File: src/rtl/mips789_defs.sv
// rtl/mips789_defs.sv - shared register offsets, FSM encoding and vector helper for the irq controller
package mips789_defs;

  // Word offsets within the register block, selected by reg_addr_i[3:2]
  localparam logic [1:0] IRQ_PEND = 2'd0;
  localparam logic [1:0] IRQ_MASK = 2'd1;
  localparam logic [1:0] IRQ_STAT = 2'd2;
  localparam logic [1:0] IRQ_EOI  = 2'd3;

  typedef enum logic [1:0] {
    ST_IDLE = 2'd0,
    ST_REQ  = 2'd1,
    ST_SERV = 2'd2
  } irq_state_e;

  // Vector address handed to the core for a given source id
  function automatic logic [31:0] vec_addr(input logic [31:0] base,
                                           input logic [3:0]  id,
                                           input int unsigned shift);
    return base + ({28'd0, id} << shift);
  endfunction

endpackage

File: src/rtl/mips_irq_ctrl_if.sv
// rtl/mips_irq_ctrl_if.sv - core-side interrupt and register bus bundle
interface mips_irq_ctrl_if;
  logic        irq_o;
  logic [31:0] irq_addr_o;
  logic        iack_i;
  logic [31:0] reg_addr_i;
  logic [31:0] reg_din_i;
  logic        reg_we_i;
  logic        reg_re_i;
  logic [31:0] reg_dout_o;

  // Core side: issues bus accesses and acknowledges interrupts
  modport master (
    output iack_i, reg_addr_i, reg_din_i, reg_we_i, reg_re_i,
    input  irq_o, irq_addr_o, reg_dout_o
  );

  // Controller side
  modport slave (
    input  iack_i, reg_addr_i, reg_din_i, reg_we_i, reg_re_i,
    output irq_o, irq_addr_o, reg_dout_o
  );
endinterface

File: src/rtl/irq_prio_enc.sv
// rtl/irq_prio_enc.sv - fixed-priority encoder, lowest index wins
module irq_prio_enc #(
  parameter int N_SRC = 8
) (
  input  logic [N_SRC-1:0] req_i,
  output logic [3:0]       id_o,
  output logic             valid_o
);

  // Scan from the top down so the lowest set bit is the last to overwrite
  always_comb begin
    id_o    = 4'd0;
    valid_o = 1'b0;
    for (int i = N_SRC - 1; i >= 0; i--) begin
      if (req_i[i]) begin
        id_o    = 4'(i);
        valid_o = 1'b1;
      end
    end
  end

endmodule

File: src/rtl/mips_irq_ctrl.sv
// rtl/mips_irq_ctrl.sv - pending/mask interrupt controller with single-level service for mips789
module mips_irq_ctrl
  import mips789_defs::*;
#(
  parameter int          N_SRC     = 8,
  parameter logic [31:0] VEC_BASE  = 32'h0000_0080,
  parameter int          VEC_SHIFT = 4,
  parameter logic [31:0] REG_BASE  = 32'hFFFF_FF00
) (
  input  logic             clk,
  input  logic             rst,
  input  logic [N_SRC-1:0] irq_src_i,
  mips_irq_ctrl_if.slave   bus
);

  irq_state_e       state_q;
  logic [N_SRC-1:0] src_q, pend_q, pend_d, mask_q;
  logic [N_SRC-1:0] rise, w1c, req, clr;
  logic [3:0]       id_q, enc_id;
  logic             enc_valid, take, eoi, hit, wr;
  logic [1:0]       off;
  logic             irq_q;
  logic [31:0]      irq_addr_q, dout_q, rd_data;
  logic             unused_ok;

  assign hit  = (bus.reg_addr_i[31:4] == REG_BASE[31:4]);
  assign off  = bus.reg_addr_i[3:2];
  assign wr   = bus.reg_we_i & hit;
  assign eoi  = wr && (off == IRQ_EOI);
  assign rise = irq_src_i & ~src_q;
  assign req  = pend_q & mask_q;
  assign w1c  = (wr && (off == IRQ_PEND)) ? bus.reg_din_i[N_SRC-1:0] : '0;
  assign take = (state_q == ST_IDLE) && enc_valid;

  assign unused_ok = &{1'b0, bus.reg_addr_i[1:0], bus.reg_din_i[31:N_SRC]};

  irq_prio_enc #(.N_SRC(N_SRC)) u_enc (
    .req_i   (req),
    .id_o    (enc_id),
    .valid_o (enc_valid)
  );

  // Pending update: the committed id is consumed, W1C clears, a fresh edge always wins
  always_comb begin
    clr = '0;
    for (int i = 0; i < N_SRC; i++) begin
      if (take && (enc_id == 4'(i))) clr[i] = 1'b1;
    end
    pend_d = (pend_q & ~w1c & ~clr) | rise;
  end

  // Read mux; misses and unused bits return zero
  always_comb begin
    rd_data = '0;
    if (hit) begin
      case (off)
        IRQ_PEND: rd_data[N_SRC-1:0] = pend_q;
        IRQ_MASK: rd_data[N_SRC-1:0] = mask_q;
        IRQ_STAT: rd_data = {(state_q != ST_IDLE), 27'd0, id_q};
        default:  rd_data = '0;
      endcase
    end
  end

  // Source sampling, pending, mask and registered read data
  always_ff @(posedge clk or posedge rst) begin
    if (rst) begin
      src_q  <= '0;
      pend_q <= '0;
      mask_q <= '0;
      dout_q <= '0;
    end else begin
      src_q  <= irq_src_i;
      pend_q <= pend_d;
      if (wr && (off == IRQ_MASK)) mask_q <= bus.reg_din_i[N_SRC-1:0];
      if (bus.reg_re_i) dout_q <= rd_data;
    end
  end

  // Service FSM: commit a request, wait for iack, then hold until EOI
  always_ff @(posedge clk or posedge rst) begin
    if (rst) begin
      state_q    <= ST_IDLE;
      id_q       <= 4'd0;
      irq_q      <= 1'b0;
      irq_addr_q <= '0;
    end else begin
      case (state_q)
        ST_IDLE: begin
          if (enc_valid) begin
            state_q    <= ST_REQ;
            id_q       <= enc_id;
            irq_q      <= 1'b1;
            irq_addr_q <= vec_addr(VEC_BASE, enc_id, VEC_SHIFT);
          end
        end
        ST_REQ: begin
          if (bus.iack_i) begin
            state_q <= ST_SERV;
            irq_q   <= 1'b0;
          end
        end
        ST_SERV: begin
          if (eoi) begin
            state_q <= ST_IDLE;
            id_q    <= 4'd0;
          end
        end
        default: begin
          state_q <= ST_IDLE;
          irq_q   <= 1'b0;
        end
      endcase
    end
  end

  assign bus.irq_o      = irq_q;
  assign bus.irq_addr_o = irq_addr_q;
  assign bus.reg_dout_o = dout_q;

endmodule

File: src/flat_wrapper.sv
// flat-port wrapper written by rule: the top's interface ports become plain ports
module mips_irq_ctrl_flat import mips789_defs::*;
#(
  parameter int          N_SRC     = 8,
  parameter logic [31:0] VEC_BASE  = 32'h0000_0080,
  parameter int          VEC_SHIFT = 4,
  parameter logic [31:0] REG_BASE  = 32'hFFFF_FF00
)
  (clk, rst, irq_src_i, bus_iack_i, bus_reg_addr_i, bus_reg_din_i, bus_reg_we_i, bus_reg_re_i, bus_irq_o, bus_irq_addr_o, bus_reg_dout_o);
  mips_irq_ctrl_if bus_i ();
  input  logic clk;
  input  logic rst;
  input  logic [N_SRC-1:0] irq_src_i;
  input wire logic [$bits(bus_i.iack_i)-1:0] bus_iack_i;
  input wire logic [$bits(bus_i.reg_addr_i)-1:0] bus_reg_addr_i;
  input wire logic [$bits(bus_i.reg_din_i)-1:0] bus_reg_din_i;
  input wire logic [$bits(bus_i.reg_we_i)-1:0] bus_reg_we_i;
  input wire logic [$bits(bus_i.reg_re_i)-1:0] bus_reg_re_i;
  output wire logic [$bits(bus_i.irq_o)-1:0] bus_irq_o;
  output wire logic [$bits(bus_i.irq_addr_o)-1:0] bus_irq_addr_o;
  output wire logic [$bits(bus_i.reg_dout_o)-1:0] bus_reg_dout_o;
  assign bus_i.iack_i = bus_iack_i;
  assign bus_i.reg_addr_i = bus_reg_addr_i;
  assign bus_i.reg_din_i = bus_reg_din_i;
  assign bus_i.reg_we_i = bus_reg_we_i;
  assign bus_i.reg_re_i = bus_reg_re_i;
  assign bus_irq_o = bus_i.irq_o;
  assign bus_irq_addr_o = bus_i.irq_addr_o;
  assign bus_reg_dout_o = bus_i.reg_dout_o;
  mips_irq_ctrl #(.N_SRC(N_SRC), .VEC_BASE(VEC_BASE), .VEC_SHIFT(VEC_SHIFT), .REG_BASE(REG_BASE)) u_core (.clk(clk), .rst(rst), .irq_src_i(irq_src_i), .bus(bus_i));
endmodule
File: config.mk
export PLATFORM = sky130hd
export DESIGN_NAME = mips_irq_ctrl_flat
export DESIGN_NICKNAME = d
export VERILOG_FILES = /design/src/rtl/mips789_defs.sv /design/src/rtl/mips_irq_ctrl_if.sv /design/src/rtl/irq_prio_enc.sv /design/src/rtl/mips_irq_ctrl.sv /design/src/flat_wrapper.sv
export SDC_FILE = /design/constraint.sdc
export NUM_CORES = 1
export LEC_CHECK = 0
export CAP_MARGIN = 20
export CORE_AREA = 2 2 87 89
export DETAILED_ROUTE_END_ITERATION = 7
export DIE_AREA = 0 0 89 91
export MAX_ROUTING_LAYER = met4
export PLACE_DENSITY = 0.81
export SLEW_MARGIN = 20
export SYNTH_ARGS = -nofsm -noshare
export SYNTH_HDL_FRONTEND = slang
export SYNTH_SLANG_ARGS = --single-unit
export TNS_END_PERCENT = 20
File: constraint.sdc
create_clock -name clk -period 1.9 [get_ports clk]
set_clock_uncertainty 0.15 [all_clocks]
set_input_delay 0.285 -clock clk [delete_from_list [all_inputs] [get_ports clk]]
set_output_delay 0.285 -clock clk [all_outputs]
set_load 0.01 [all_outputs]
==> results.ini <==
[status]
outcome = finished with violations
violations = negative setup slack

[critical_path]
crit_path_start_kind = input port
cp-end-kind = flop
crit_fanout = 8
slowest_stage = or4_4
critPathKind = input port to flop
max_stage_delay_ns = 0.57
cp.required_ns = 1.93
cp.arrival_ns = 2.15
crit_path_cell_trace = buf_6, or4b_1, or4_4, nor3_4, nand3_4, mux2_4

[floorplanning]
die_h_um = 91
dieArea_mm2 = 0.00810
io_pins = 142
start_util_pct = 33.5
coreArea_mm2 = 0.00714
num_rows = 31
dieWidth_um = 89

[routing]
drc = 0
wl_per_cell_um = 12.7
num_vias = 1898
antenna_left = 0
vias_per_cell = 4.47
initialDrtViolationCount = 160
drt_pass1_iterations = 4
routed_wl_um = 5410

[timing]
fmax_mhz = 470
min_period_ns = 2.13
finalSetupTns_ns = -3.70
setup_viol = 28
fin_ws_ns = -0.227
fin_crit_sh_pct = 112
drv_slew = 0
hold_viol = 0
rsz0062_at_grt = true

[logic_synthesis]
synth_xor_area_share_pct = 0
ys_types = 38
synth_flop_cell = dfrtp_1
synth.avg_cell_area_um2 = 9.72
synthSimpleGateAreaFrac_pct = 15.3
syn_area_mm2 = 0.00239
synthAdderAreaFrac_pct = 0
synth.mux.area_fraction_pct = 7.12
synth_warnings = 0
synth-edff-count = 0
synth_top_family_by_area = buffers and inverters
synth_compound_area_share_pct = 12.5
ys_async_sr_fraction_pct = 100
seq_area_frac_synth_pct = 45.0
synth_cells = 246
ys_seq_elements = 43

[min_path]
hold_class = input port to async pin

[final_layout]
drive_gt1_share_pct = 13.8
final_common_cell = clkdlybuf4s50_1
final_cell_mix = 56 x clkdlybuf4s50_1, 51 x conb_1, 43 x dfrtp_1
fin_area_mm2 = 0.00326
final_nets = 402
fin_cells = 425
syn_to_final_growth_pct = 36.5
antenna_cells = 0
fillers = 691

[placement]
placed_area_mm2 = 0.00305
gp_congestion = 0.869
portBuffers = 64
dp_hpwl_um = 4190
dpl_worst_slack_ns = -0.887
dp_cells = 416

[pwr]
ir_drop_uv = 269
seq_power_share_pct = 49.6
p_int_mw = 1.43
power.density_mw_per_mm2 = 571
leakagePower_nw = 1.50
swShare_pct = 23.5
p_sw_mw = 0.438
p_clk_share_pct = 38.3
combPwrFrac_pct = 12.1

[global_route]
grt_usage_pct = 13.9
grt_max_degree = 44
grt_pass1_vias = 1857
grt_pass1_wl_um = 8520
antenna_found_initial = 0
grt_overflow = 0

[clock_network]
clock_latency_ns = 0.30
htree_levels = 2
path_clk_slew_ns = 0.09
numCtsBuffers = 5
cts_max_path_buffers = 2
cts_tree = done
clockRootBuffer = clkbuf_8
clock-sinks = 43
postCtsHoldBufs = 0

[flow_run]
cap_viol_max_count = 0

[synthesized netlist by cell type, types with 2 or more instances]
cell type   n  area (µm²)
buf_4      51         383
dfrtp_1    43        1080
nand2_1    33         124
inv_1      21        78.8
o22ai_1    12        75.1
o21ai_0     9        45.0
mux2_2      8        90.1
mux2i_1     8        80.1
nand4_1     8        50.1
a32o_1      7        70.1
nand3_1     5        25.0
a22oi_1     4        30.0
nand2b_1    4        25.0
clkbuf_1    3        11.3
nor2_1      3        11.3
a21o_1      2        15.0
a21oi_1     2        10.0
nor2b_1     2        12.5
or3_1       2        12.5
[worst max-delay path, delay by kind of cell]
family | cells | cell delay [ns]
multiplexers | 1 | 0.33
buffers and inverters | 1 | 0.09
AND/OR/NAND/NOR | 4 | 1.44
[logic make-up (layout without fill, tap and decap cells)]
| family | count (synthesis) | in the layout |
|---|---|---|
| muxes | 16 | 16 |
| and+or+nand+nor | 68 | 68 |
| other | 1 | 51 |
| buffers and inverters | 76 | 106 |
| DFF | 43 | 43 |
| AOI/OAI and AO/OA | 42 | 42 |
[area by class of cell]
class,count,area (µm²),share of cell area (%)
Clock buffer,5,68.8,2.11
Clock inverter,3,43.8,1.34
Inverter,21,78.8,2.41
Multi-Input combinational cell,177,1110,34.1
Sequential cell,43,1080,33.0
Tap cell,99,124,3.79
Timing Repair Buffer,77,759,23.3
[state kept, by name, summed over array words and instances (netlist names)]
register               flops
u_core.id_q                3
u_core.pend_q              8
u_core.state_q             2
u_core.bus.irq_addr_o      4
u_core.bus.irq_o           1
u_core.mask_q              8
u_core.bus.reg_dout_o      9
u_core.src_q               8
[power by group through the flow]
stage	logic, mW	clock network, mW	registers (mW)
after floorplan	0.166	0	0.943
after global placement	0.220	0	0.943
after detailed placement	0.223	0	0.943
after CTS	0.224	0.720	0.925
after global routing	0.251	0.759	0.926
final	0.226	0.713	0.925
[path summary, 6_finish.rpt]
kind                                       startpoint                             to  slack, ns  cells past startpoint
max                                 bus_reg_addr_i[4]   u_core.mask_q[0]$_DFFE_PP0P_      -0.23                      6
min reg2reg                 u_core.src_q[3]$_DFF_PP0_     u_core.pend_q[3]$_DFF_PP0_       0.26                      1
max in group asynchronous                         rst  u_core.state_q[0]$_DFFE_PP0P_       1.19                      3
min                                               rst     u_core.pend_q[6]$_DFF_PP0_       0.19                      3
min in group clk            u_core.src_q[3]$_DFF_PP0_     u_core.pend_q[3]$_DFF_PP0_       0.26                      1
max reg2reg                u_core.pend_q[5]$_DFF_PP0_     u_core.id_q[1]$_DFFE_PP0P_       0.17                      5
[layer usage]
layer / share of wire (%) / GRT usage [%]
met3: 8.2 / 4.09
met2: 51 / 21.8
met5: 0 / -
met1: 39 / 17.1
met4: 1.4 / 4.23
[stage by stage]
| stage | utilization, % | power (mW) | hold slack [ns] |
|---|---|---|---|
| after detailed placement | 42.7 | 1.17 | 0.270 |
| after CTS | 44.8 | 1.87 | 0.206 |
| final | 45.7 | 1.86 | 0.185 |
| after global routing | 45.7 | 1.94 | 0.216 |
| after global placement | 42.7 | 1.16 | 0.255 |
| after floorplan | - | 1.11 | 0.166 |
[timing repair]
item,4_1_cts,5_1_grt
resized for setup,25,12
pin swaps,11,5
setup buffers,0,1
endpoints found under the setup margin,29,28
cloned,0,0
Power figures use the tool's default switching activity.
